## src/rtl/ptos_pkg.sv

```systemverilog
// Shared definitions for the parallel-to-serial lane scheduler:
// state encoding, default control symbols and slot timer width.
package ptos_pkg;

    typedef enum logic [1:0] {
        ST_OFF    = 2'd0,
        ST_TRAIN  = 2'd1,
        ST_ACTIVE = 2'd2
    } ptos_state_t;

    localparam int BIT_CNT_W = 3;

    // Last bit position of a byte slot; the edge seen at this count closes the slot.
    localparam logic [BIT_CNT_W-1:0] SLOT_LAST = 3'd7;

    localparam logic [7:0] COM_SYM_DEF   = 8'hBC;
    localparam logic [7:0] IDLE_SYM_DEF  = 8'h7C;
    localparam int         TRAIN_SYMS_DEF    = 4;
    localparam int         SKIP_INTERVAL_DEF = 16;

endpackage

```

## src/rtl/ptos_slot_timer.sv

```systemverilog
// Bit position counter inside a byte slot. Runs while enabled, and is forced
// to zero by clr. boundary marks the clock edge that closes the current slot.
module ptos_slot_timer
    import ptos_pkg::*;
(
    input  logic                 clk32f,
    input  logic                 reset,
    input  logic                 en,
    input  logic                 clr,
    output logic [BIT_CNT_W-1:0] bit_cnt,
    output logic                 boundary
);

    logic [BIT_CNT_W-1:0] bit_cnt_reg;

    // Count bit times within the slot, wrapping naturally at the slot length.
    always_ff @(posedge clk32f or posedge reset) begin
        if (reset) begin
            bit_cnt_reg <= '0;
        end else if (clr) begin
            bit_cnt_reg <= '0;
        end else if (en) begin
            bit_cnt_reg <= bit_cnt_reg + 1'b1;
        end
    end

    assign bit_cnt  = bit_cnt_reg;
    assign boundary = en && (bit_cnt_reg == SLOT_LAST);

endmodule

```

## src/rtl/ptos_lane_sched.sv

```systemverilog
// Lane scheduler for the parallel-to-serial datapath. Brings the lane up with
// a COM training burst, then emits one data byte or IDLE fill per 8-clock slot.
// Optional periodic COM insertion in ACTIVE is compiled in with PTOS_SKIP_EN.
module ptos_lane_sched
    import ptos_pkg::*;
#(
    parameter int         TRAIN_SYMS = TRAIN_SYMS_DEF,
    parameter logic [7:0] COM_SYM    = COM_SYM_DEF,
    parameter logic [7:0] IDLE_SYM   = IDLE_SYM_DEF
`ifdef PTOS_SKIP_EN
    ,
    parameter int         SKIP_INTERVAL = SKIP_INTERVAL_DEF
`endif
)
(
    input  logic       clk32f,
    input  logic       reset,
    input  logic       link_en,
    input  logic [7:0] data_in,
    input  logic       data_valid,
    output logic       data_ready,
    output logic [7:0] sym_out,
    output logic       sym_load,
    output logic       sym_is_k,
    output logic       active,
    output logic [1:0] state_o
);

    ptos_state_t          state_reg;
    logic [7:0]           train_cnt_reg;
    logic [7:0]           sym_out_reg;
    logic                 sym_load_reg;
    logic                 sym_is_k_reg;
    logic                 active_reg;

    logic [BIT_CNT_W-1:0] bit_cnt;
    logic                 boundary;
    logic                 timer_en;
    logic                 timer_clr;
    logic                 skip_due;

    // The slot clock only runs once the lane is being brought up; a link drop
    // at a boundary restarts it from zero for the next bring-up.
    assign timer_en  = (state_reg != ST_OFF);
    assign timer_clr = (state_reg == ST_OFF) || (boundary && !link_en);

    ptos_slot_timer u_slot_timer (
        .clk32f   (clk32f),
        .reset    (reset),
        .en       (timer_en),
        .clr      (timer_clr),
        .bit_cnt  (bit_cnt),
        .boundary (boundary)
    );

`ifdef PTOS_SKIP_EN
    logic [7:0] slot_cnt_reg;

    // Counts ACTIVE slots since entry; held at zero outside ACTIVE so that
    // each ACTIVE entry starts a fresh interval.
    always_ff @(posedge clk32f or posedge reset) begin
        if (reset) begin
            slot_cnt_reg <= '0;
        end else if (state_reg != ST_ACTIVE) begin
            slot_cnt_reg <= '0;
        end else if (boundary && link_en) begin
            slot_cnt_reg <= skip_due ? 8'd0 : slot_cnt_reg + 8'd1;
        end
    end

    assign skip_due = (state_reg == ST_ACTIVE) &&
                      (slot_cnt_reg == 8'(SKIP_INTERVAL - 1));
`else
    assign skip_due = 1'b0;
`endif

    // A byte is taken only on an ACTIVE boundary that actually emits data:
    // not during a pending link drop and not in a forced COM slot.
    assign data_ready = (state_reg == ST_ACTIVE) && (bit_cnt == SLOT_LAST) &&
                        link_en && !skip_due;

    // Lane FSM plus symbol mux; all serializer-facing outputs are registered.
    always_ff @(posedge clk32f or posedge reset) begin
        if (reset) begin
            state_reg     <= ST_OFF;
            train_cnt_reg <= '0;
            sym_out_reg   <= '0;
            sym_load_reg  <= 1'b0;
            sym_is_k_reg  <= 1'b0;
            active_reg    <= 1'b0;
        end else begin
            sym_load_reg <= 1'b0;
            case (state_reg)
                ST_OFF: begin
                    active_reg <= 1'b0;
                    if (link_en) begin
                        state_reg     <= ST_TRAIN;
                        train_cnt_reg <= '0;
                    end
                end
                ST_TRAIN: begin
                    if (boundary) begin
                        if (!link_en) begin
                            state_reg  <= ST_OFF;
                            active_reg <= 1'b0;
                        end else begin
                            sym_out_reg   <= COM_SYM;
                            sym_is_k_reg  <= 1'b1;
                            sym_load_reg  <= 1'b1;
                            train_cnt_reg <= train_cnt_reg + 8'd1;
                            if (train_cnt_reg == 8'(TRAIN_SYMS - 1)) begin
                                state_reg  <= ST_ACTIVE;
                                active_reg <= 1'b1;
                            end
                        end
                    end
                end
                ST_ACTIVE: begin
                    if (boundary) begin
                        if (!link_en) begin
                            state_reg  <= ST_OFF;
                            active_reg <= 1'b0;
                        end else begin
                            sym_load_reg <= 1'b1;
                            if (skip_due) begin
                                sym_out_reg  <= COM_SYM;
                                sym_is_k_reg <= 1'b1;
                            end else if (data_valid) begin
                                sym_out_reg  <= data_in;
                                sym_is_k_reg <= 1'b0;
                            end else begin
                                sym_out_reg  <= IDLE_SYM;
                                sym_is_k_reg <= 1'b1;
                            end
                        end
                    end
                end
                default: begin
                    state_reg  <= ST_OFF;
                    active_reg <= 1'b0;
                end
            endcase
        end
    end

    assign sym_out  = sym_out_reg;
    assign sym_load = sym_load_reg;
    assign sym_is_k = sym_is_k_reg;
    assign active   = active_reg;
    assign state_o  = state_reg;

endmodule
```

## config.mk

```make
export PLATFORM = sky130hd
export DESIGN_NAME = ptos_lane_sched
export DESIGN_NICKNAME = d
export VERILOG_FILES = /design/src/rtl/ptos_pkg.sv /design/src/rtl/ptos_slot_timer.sv /design/src/rtl/ptos_lane_sched.sv
export SDC_FILE = /design/constraint.sdc
export NUM_CORES = 1
export LEC_CHECK = 0
export CORE_ASPECT_RATIO = 1.1
export CORE_UTILIZATION = 53
export CTS_BUF_LIST = sky130_fd_sc_hd__clkbuf_8 sky130_fd_sc_hd__clkbuf_16
export DETAILED_ROUTE_END_ITERATION = 7
export GPL_ROUTABILITY_DRIVEN = 0
export PLACE_DENSITY_LB_ADDON = 0.1
export SLEW_MARGIN = 10
export SYNTH_ARGS = -nofsm -noshare
export SYNTH_HDL_FRONTEND = slang
export SYNTH_SLANG_ARGS = --single-unit
```

## constraint.sdc

```tcl
create_clock -name clk32f -period 2.9 [get_ports clk32f]
set_clock_uncertainty 0.1 [all_clocks]
set_input_delay 0.58 -clock clk32f [delete_from_list [all_inputs] [get_ports clk32f]]
set_output_delay 0.58 -clock clk32f [all_outputs]
set_load 0.005 [all_outputs]
```

==> impl_metrics.tcl, run 1 <==
set metrics [dict create \
    outcome "complete, no violations" \
    seq_area_frac_synth_pct 48.63 \
    async_reset_ff_share_pct 100.0 \
    viasPerCell 5.583 \
    clockBufferDepth 2 \
    synth_area_sq_um 1235 \
    drt_iter0_markers 19 \
    grt_pass1_vias 982 \
    cts_sinks 24 \
    period_needed_ps 2498 \
    wl_per_cell_um 14.23 \
    routed_wl_mm 2.391 \
    clk_latency_ps 260 \
    grt-ovfl-total 0 \
    drt_pass1_iterations 4 \
    timing.hold.ws_ps 335.1 \
    cts_buffers 3 \
    post_cts_buffers 0 \
    worstHoldPathCells 1 \
    fin_nets 161 \
    die_y_um 52.63 \
    initial_core_util_pct 58.65 \
    ys.warnings.count 0 \
    slew_viol_final 0 \
    cp.arrival_ps 1820 \
    timing.critical_path.fanout_max 8 \
    coreArea_sq_um 2106 \
    ff_latch_area_sq_um 600.6 \
    cp.required_ps 2220 \
    synth-main-ff-cell "dfrtp_1" \
    final_cell_mix "25 x clkdlybuf4s50_1, 24 x dfrtp_1, 11 x nor2_1" \
    worstMarginPinSlew_ps 408.1 \
    instances_no_fill 168 \
    antenna_cells 0 \
    multiInputGateArea_sq_um 605.6 \
    rsz0062_at_grt "no" \
    finalSetupTns_ps 0 \
    worst_setup_path_start_kind "flop" \
    die_w_um 48.03 \
    port_buffers 25 \
    synth_edf_count 0 \
    htree_levels 1 \
    vias 938 \
    cap_violations 0 \
    synth_nets 131 \
    die_area_sq_um 2527 \
    holdBufCountCts 0 \
    cp_slowest_cell "clkdlybuf4s50_1" \
    layout_commonest_cell "clkdlybuf4s50_1" \
    synth_area_leaders "dfrtp_1 49%, ha_1 7.1%, nor2_1 3.3%" \
    p_leak_nw 0.6824 \
    fmax_ghz 0.4003 \
    finalHoldViolations 0 \
    antenna_found_initial 0 \
    cp_cell_sequence "inv_1 > ha_1 > and3_1 > clkdlybuf4s50_1" \
    dpl.cell_count 165 \
    cts_tree "done" \
    rows 17 \
    syn-instance-count 112 \
    drive_gt1_share_pct 12.86 \
    grt_max_degree 25 \
    fill_cells 157 \
    drc_errors 0 \
    cp-end-kind "output pin" \
    final-setup-viol-count 0 \
    synth.distinct_cells 39 \
    critical_path_class "flop to output pin" \
    hold_path_class "flop to flop" \
    ctsResizeCount 0 \
    yosys.area.top_type_share_pct 48.63 \
    grt_first_pass_wirelength_mm 3.988 \
    cts_root_buffer "clkbuf_8" \
    reg2reg_depth 5 \
    max-slew-margin-rel_pct 72.65 \
    path_clk_slew_ps 80 \
    ys_ff_latch 24 \
    dp_hpwl_mm 1.745 \
    power_density_nw_per_um2 686.0 \
    ir_worst_vdd_mv 0.4670 \
    fin_util_pct 74.39 \
    io_pins 26 \
    fin_crit_sh_pct 86.14 \
    track_usage_pct 22.50 \
    syn_to_final_growth_pct 26.85 \
    yosysTopAreaCell "dfrtp_1" \
    syn_area_per_cell_sq_um 11.03 \
    postRouteAntennaNets 0 \
    cp_slowest_stage_delay_ps 500 \
]
[final cells by class]
class,count,share of cell area [%]
repair buffers,27,16.93
flip-flops and latches,24,38.34
well taps,28,2.236
inverters,5,1.198
clock buffers,3,2.636
multi-input cells,81,38.66
[per-stage QoR]
stage	worst slack, ps	cell area (sq um)	power (mW)
finish	401.9	1567	1.075
detailed placement	490.8	1525	0.8908
global route	313.0	1567	1.148
global placement	534.5	1525	0.8723
CTS	401.6	1567	1.077
floorplan	1067	1235	0.7265
[synthesized netlist by cell type, drive strengths merged, types with 3 or more instances]
library cell   n
nand3          8
nand2          5
nand2b         3
xnor2          3
and2           3
a211oi         3
dfrtp         24
o22a           4
and3           3
nor2          12
ha             7
inv            5
[worst max-delay path: cells and delay by family (launching register included)]
kind	cells	cell delay, ps
buffers and inverters	2	620
and+or+nand+nor	1	200
DFF	1	420
adders and majority gates	1	310
[per-layer routing]
layer,up-vias,global-route usage [%],wire (um)
met5,-,0,0
met1,439,27.80,1096
met4,0,11.11,25
met3,4,3.103,73
met2,27,37.16,1196
li1,468,-,-
[worst paths after layout]
kind	endpoint	start	slack, ps
max	data_ready	state_o[0]	400
min	u_slot_timer.bit_cnt[0]	u_slot_timer.bit_cnt[0]	340
max reg2reg	state_o[0]	train_cnt_reg[0]	890
min reg2reg	u_slot_timer.bit_cnt[0]	u_slot_timer.bit_cnt[0]	340
max in group asynchronous	sym_is_k	reset	1910
min in group asynchronous	train_cnt_reg[7]	reset	560
[power by group]
part	switching [mW]	internal, mW
Sequential	0.0436	0.403
Combinational	0.216	0.222
Clock	0.0974	0.0927
Total	0.357	0.718
[logic make-up (layout without fill, tap and decap cells)]
family | count (synthesis) | in the layout | synth area share (%)
buf+inv | 7 | 35 | 2.330
flops | 24 | 24 | 48.63
compound gates | 24 | 24 | 17.12
simple gates | 43 | 43 | 19.15
xor+xnor | 5 | 5 | 3.547
fa+ha+maj | 7 | 7 | 7.092
mux | 2 | 2 | 2.127
(Power assumes the default switching activity.)
==> run 2, diff against run 1 <==
--- a/config.mk
+++ b/config.mk
@@ -7,7 +7,6 @@
 export LEC_CHECK = 0
 export CORE_ASPECT_RATIO = 1.1
 export CORE_UTILIZATION = 53
-export CTS_BUF_LIST = sky130_fd_sc_hd__clkbuf_8 sky130_fd_sc_hd__clkbuf_16
 export DETAILED_ROUTE_END_ITERATION = 7
 export GPL_ROUTABILITY_DRIVEN = 0
 export PLACE_DENSITY_LB_ADDON = 0.1
==> impl_metrics.tcl, run 2 (synthesized netlist as in run 1, its figures left out) <==
set metrics [dict create \
    slew_viol_final 0 \
    port_buffers 25 \
    htree_levels 1 \
    period_needed_ps 2569 \
    critical_path_class "flop to output pin" \
    grt_first_pass_wirelength_mm 3.981 \
    vias 943 \
    grt_pass1_vias 972 \
    cap_violations 0 \
    worst_setup_path_start_kind "flop" \
    drive_gt1_share_pct 12.86 \
    fmax_ghz 0.3893 \
    fin_crit_sh_pct 88.58 \
    initial_core_util_pct 58.65 \
    track_usage_pct 22.71 \
    syn_to_final_growth_pct 25.33 \
    postRouteAntennaNets 0 \
    ctsResizeCount 0 \
    hold_path_class "flop to flop" \
    die_area_sq_um 2527 \
    worstMarginPinSlew_ps 405.6 \
    coreArea_sq_um 2106 \
    die_y_um 52.63 \
    fin_nets 161 \
    ff_latch_area_sq_um 600.6 \
    clk_latency_ps 310 \
    die_w_um 48.03 \
    rsz0062_at_grt "no" \
    drt_iter0_markers 19 \
    cp-end-kind "output pin" \
    cp.required_ps 2220 \
    post_cts_buffers 0 \
    final_cell_area_sq_um 1548 \
    cts_tree "done" \
    antenna_found_initial 0 \
    io_pins 26 \
    antenna_cells 0 \
    max-slew-margin-rel_pct 72.82 \
    timing.critical_path.fanout_max 8 \
    finalHoldViolations 0 \
    p_leak_nw 0.6747 \
    dp_hpwl_mm 1.745 \
    multiInputGateArea_sq_um 605.6 \
    drt_pass1_iterations 4 \
    holdBufCountCts 0 \
    wl_per_cell_um 14.15 \
    fin_util_pct 73.50 \
    clockBufferDepth 2 \
    cts_sinks 24 \
    ir_worst_vdd_mv 0.4122 \
    drc_errors 0 \
    final-setup-viol-count 0 \
    grt-ovfl-total 0 \
    layout_commonest_cell "clkdlybuf4s50_1" \
    final_cell_mix "25 x clkdlybuf4s50_1, 24 x dfrtp_1, 11 x nor2_1" \
    grt_max_degree 25 \
    path_clk_slew_ps 120 \
    viasPerCell 5.613 \
    place_area_sq_um 1525 \
    rows 17 \
    fill_cells 161 \
    cts_buffers 3 \
    cts_root_buffer "clkbuf_4" \
    outcome "complete, no violations" \
    power_density_nw_per_um2 662.4 \
    routed_wl_mm 2.377 \
    cp.arrival_ps 1890 \
    finalSetupTns_ps 0 \
]
==> run 2: power breakdown <==
part / internal [mW] / switching, mW / leakage [nW]
Clock: 0.0486 / 0.0935 / 0.0138
Sequential: 0.402 / 0.0437 / 0.314
Combinational: 0.222 / 0.215 / 0.347
Total: 0.673 / 0.352 / 0.675
==> run 2: cell type report <==
cell class | count | share of cell area [%]
inverter | 5 | 1.213
tap | 28 | 2.264
clock buffer | 3 | 1.455
multi-input combinational | 81 | 39.13
timing repair buffer | 27 | 17.14
sequential | 24 | 38.80
==> run 2: metal layers <==
layer	wire length, um	track usage [%]
met1	1077	27.35
met2	1173	36.94
met3	79	4.138
met4	46	12.50
met5	0	0
==> run 2: critical path, stage by stage (launching register included) <==
cell,delay (ps)
dfrtp_1,440
inv_1,130
ha_1,310
and3_1,200
clkdlybuf4s50_1,500
==> run 2: final timing paths <==
path | end | from | slack, ps | cells after the start
min | u_slot_timer.bit_cnt[0] | u_slot_timer.bit_cnt[0] | 340 | 1
max in group asynchronous | sym_is_k | reset | 1980 | 3
max reg2reg | state_o[0] | state_o[0] | 900 | 6
max | data_ready | state_o[0] | 330 | 4
min reg2reg | u_slot_timer.bit_cnt[0] | u_slot_timer.bit_cnt[0] | 340 | 1
min in group asynchronous | sym_out[2] | reset | 490 | 3
==> run 2: through the flow <==
step           setup WS, ps  hold WS (ps)  total power [mW]  std cells
2_1_floorplan          1067         309.1            0.7265        112
3_3_place_gp          534.5         321.5            0.8723        165
3_5_place_dp          490.8         332.1            0.8908        165
4_1_cts               335.3         350.2             1.030        168
5_1_grt               238.8         371.1             1.101        168
6_report              331.3         341.3             1.025        168
==> run 3, diff against run 2 <==
--- a/config.mk
+++ b/config.mk
@@ -6,11 +6,12 @@
 export NUM_CORES = 1
 export LEC_CHECK = 0
 export CORE_ASPECT_RATIO = 1.1
-export CORE_UTILIZATION = 53
+export CORE_UTILIZATION = 54
 export DETAILED_ROUTE_END_ITERATION = 7
 export GPL_ROUTABILITY_DRIVEN = 0
 export PLACE_DENSITY_LB_ADDON = 0.1
 export SLEW_MARGIN = 10
 export SYNTH_ARGS = -nofsm -noshare
 export SYNTH_HDL_FRONTEND = slang
+export SYNTH_HIERARCHICAL = 1
 export SYNTH_SLANG_ARGS = --single-unit
==> impl_metrics.tcl, run 3 <==
set metrics [dict create \
    power.share.sequential_pct 50.7 \
    slew_viol_final 0 \
    finalHoldViolations 0 \
    hold_path_class "input pin to asynchronous set/reset pin" \
    critPathTopFamily "buffers and inverters" \
    path_common_cell "inv_1" \
    post_cts_buffers 0 \
    viasPerCell 5.483 \
    cts_sinks 24 \
    crit_start "state_o[0]" \
    drive_gt1_share_pct 6.000 \
    period_needed_ps 2509 \
    power_density_nw_per_um2 480.7 \
    drc_errors 1 \
    dp_hpwl_mm 1.840 \
    timing.hold.ws_ps 356.4 \
    synth_nets 143 \
    io_pins 26 \
    p_leak_nw 0.6960 \
    drt_pass1_iterations 6 \
    clkPwrFrac_pct 18.2 \
    fill_cells 171 \
    critical_path_class "flop to output pin" \
    path_buf_inv 3 \
    p_int_mw 0.4998 \
    syn_to_final_growth_pct 23.00 \
    port_buffers 25 \
    drt_iter0_markers 8 \
    rows 18 \
    ys_ff_latch 24 \
    wl_per_cell_um 13.36 \
    max-slew-margin-rel_pct 46.12 \
    yosysTopAreaCell "dfrtp_1" \
    ys.warnings.count 6 \
    cts_tree "done" \
    yosysMostFrequentCell "dfrtp_1" \
    cp_cell_sequence "inv_1 > ha_1 > inv_1 > nor2_1 > clkdlybuf4s50_1" \
    worstMarginPinSlew_ps 807.3 \
    grt_pass1_vias 964 \
    die_w_um 48.19 \
    vias 987 \
    ctsResizeCount 0 \
    synth_area_leaders "dfrtp_1 47%, ha_1 6.9%, nor2_1 4.7%" \
    fin_crit_sh_pct 86.53 \
    outcome "complete, but fails checks" \
    switching_share_pct 33.30 \
    grt_max_degree 22 \
    die_area_sq_um 2545 \
    cts_root_buffer "clkbuf_4" \
    coreArea_sq_um 2230 \
    cp.arrival_ps 1830 \
    cp-end-kind "output pin" \
    timing.critical_path.fanout_max 6 \
    antenna_cells 0 \
    seq_area_frac_synth_pct 47.38 \
    synth_common_cells "24 x dfrtp_1, 16 x nor2_1, 9 x inv_1" \
    r2r_start "state_o[0]" \
    holdBufCountCts 0 \
    syn-instance-count 124 \
    p_comb_share_pct 31.0 \
    clockBufferDepth 2 \
    worst_setup_path_start_kind "flop" \
    final_cell_mix "25 x clkdlybuf4s50_1, 24 x dfrtp_1, 16 x nor2_1" \
    cap_violations 0 \
    htree_levels 1 \
    grt_first_pass_wirelength_mm 4.002 \
    cp_slowest_cell "clkdlybuf4s50_1" \
    final-setup-viol-count 0 \
    p_switching_mw 0.2496 \
    initial_core_util_pct 56.85 \
    cp.required_ps 2220 \
    rsz0062_at_grt "no" \
    antenna_found_initial 0 \
    postRouteAntennaNets 0 \
    cts_buffers 3 \
    async_reset_ff_share_pct 100.0 \
    path_clk_slew_ps 120 \
    syn_area_per_cell_sq_um 10.22 \
    synth_edf_count 0 \
    violations "design-rule violations" \
    fin_nets 171 \
    yosys.area.top_type_share_pct 47.38 \
    fmax_ghz 0.3985 \
    cp_slowest_stage_delay_ps 500 \
    grt-ovfl-total 0 \
    clk_latency_ps 300 \
    synth.distinct_cells 32 \
    synth-main-ff-cell "dfrtp_1" \
    die_y_um 52.81 \
    track_usage_pct 21.90 \
    layout_commonest_cell "clkdlybuf4s50_1" \
    ir_worst_vdd_mv 0.3713 \
    finalSetupTns_ps 0 \
    routed_wl_mm 2.404 \
    synth_area_sq_um 1267 \
]
## run 3: kinds of logic (layout without fill, tap and decap cells)
| kind of cell | Yosys count | in the layout | synth area share (%) |
|---|---|---|---|
| compound gates | 22 | 22 | 13.03 |
| buf+inv | 12 | 38 | 4.738 |
| flops | 24 | 24 | 47.38 |
| mux | 4 | 4 | 3.159 |
| xor+xnor | 5 | 5 | 3.455 |
| simple gates | 50 | 50 | 21.32 |
| fa+ha+maj | 7 | 7 | 6.910 |
## run 3: metrics by stage
step                      std cells  setup WS [ps]  util, %  instance area [sq um]  total power [mW]
after floorplan                 124          748.8        -                   1267            0.5539
after global placement          177          488.3    68.91                   1536            0.6065
after detailed placement        177          483.0    68.91                   1536            0.6163
after CTS                       180          368.5    69.92                   1559            0.7567
after global routing            180          229.0    69.92                   1559            0.8015
final                           180          390.6    69.92                   1559            0.7494
## run 3: area by class of cell
| cell class | count | area [sq um] | share of cell area (%) |
|---|---|---|---|
| flip-flops and latches | 24 | 600.6 | 38.52 |
| clock buffers | 3 | 22.52 | 1.445 |
| inverters | 9 | 33.78 | 2.167 |
| multi-input cells | 88 | 606.8 | 38.92 |
| well taps | 30 | 37.54 | 2.408 |
| repair buffers | 26 | 257.7 | 16.53 |
## run 3: worst reg2reg max path, cell delays in order (launching register included)
cell,delay (ps)
dfrtp_1,440
inv_1,100
ha_1,240
inv_1,190
and2_2,310
mux2i_1,210
nor4b_1,410
xnor2_1,170
nor2_1,50
## run 3: layer usage
metal  GRT usage [%]  part of all wire, %  vias up
met4           7.407                 0.42        0
li1                -                    -      495
met1           29.28                   46      475
met5               0                    0        -
met2           35.11                   51       15
met3           3.103                  2.6        2
## run 3: worst paths after layout
| check | endpoint | slack (ps) | cells past startpoint |
|---|---|---|---|
| setup reg to reg | train_cnt_reg[7] | 550 | 8 |
| hold / removal | u_slot_timer/bit_cnt[2] | 360 | 2 |
| max in group asynchronous | train_cnt_reg[0] | 1550 | 2 |
| hold reg to reg | sym_out[5] | 420 | 1 |
| setup / recovery | data_ready | 390 | 5 |
| min in group clk32f | sym_out[5] | 420 | 1 |
## run 3: power by group through the flow
stage	Sequential, mW	Clock, mW	Combinational [mW]
2_1_floorplan	0.382	0	0.172
3_3_place_gp	0.384	0	0.222
3_5_place_dp	0.387	0	0.230
4_1_cts	0.380	0.145	0.232
5_1_grt	0.382	0.159	0.261
6_report	0.380	0.136	0.233
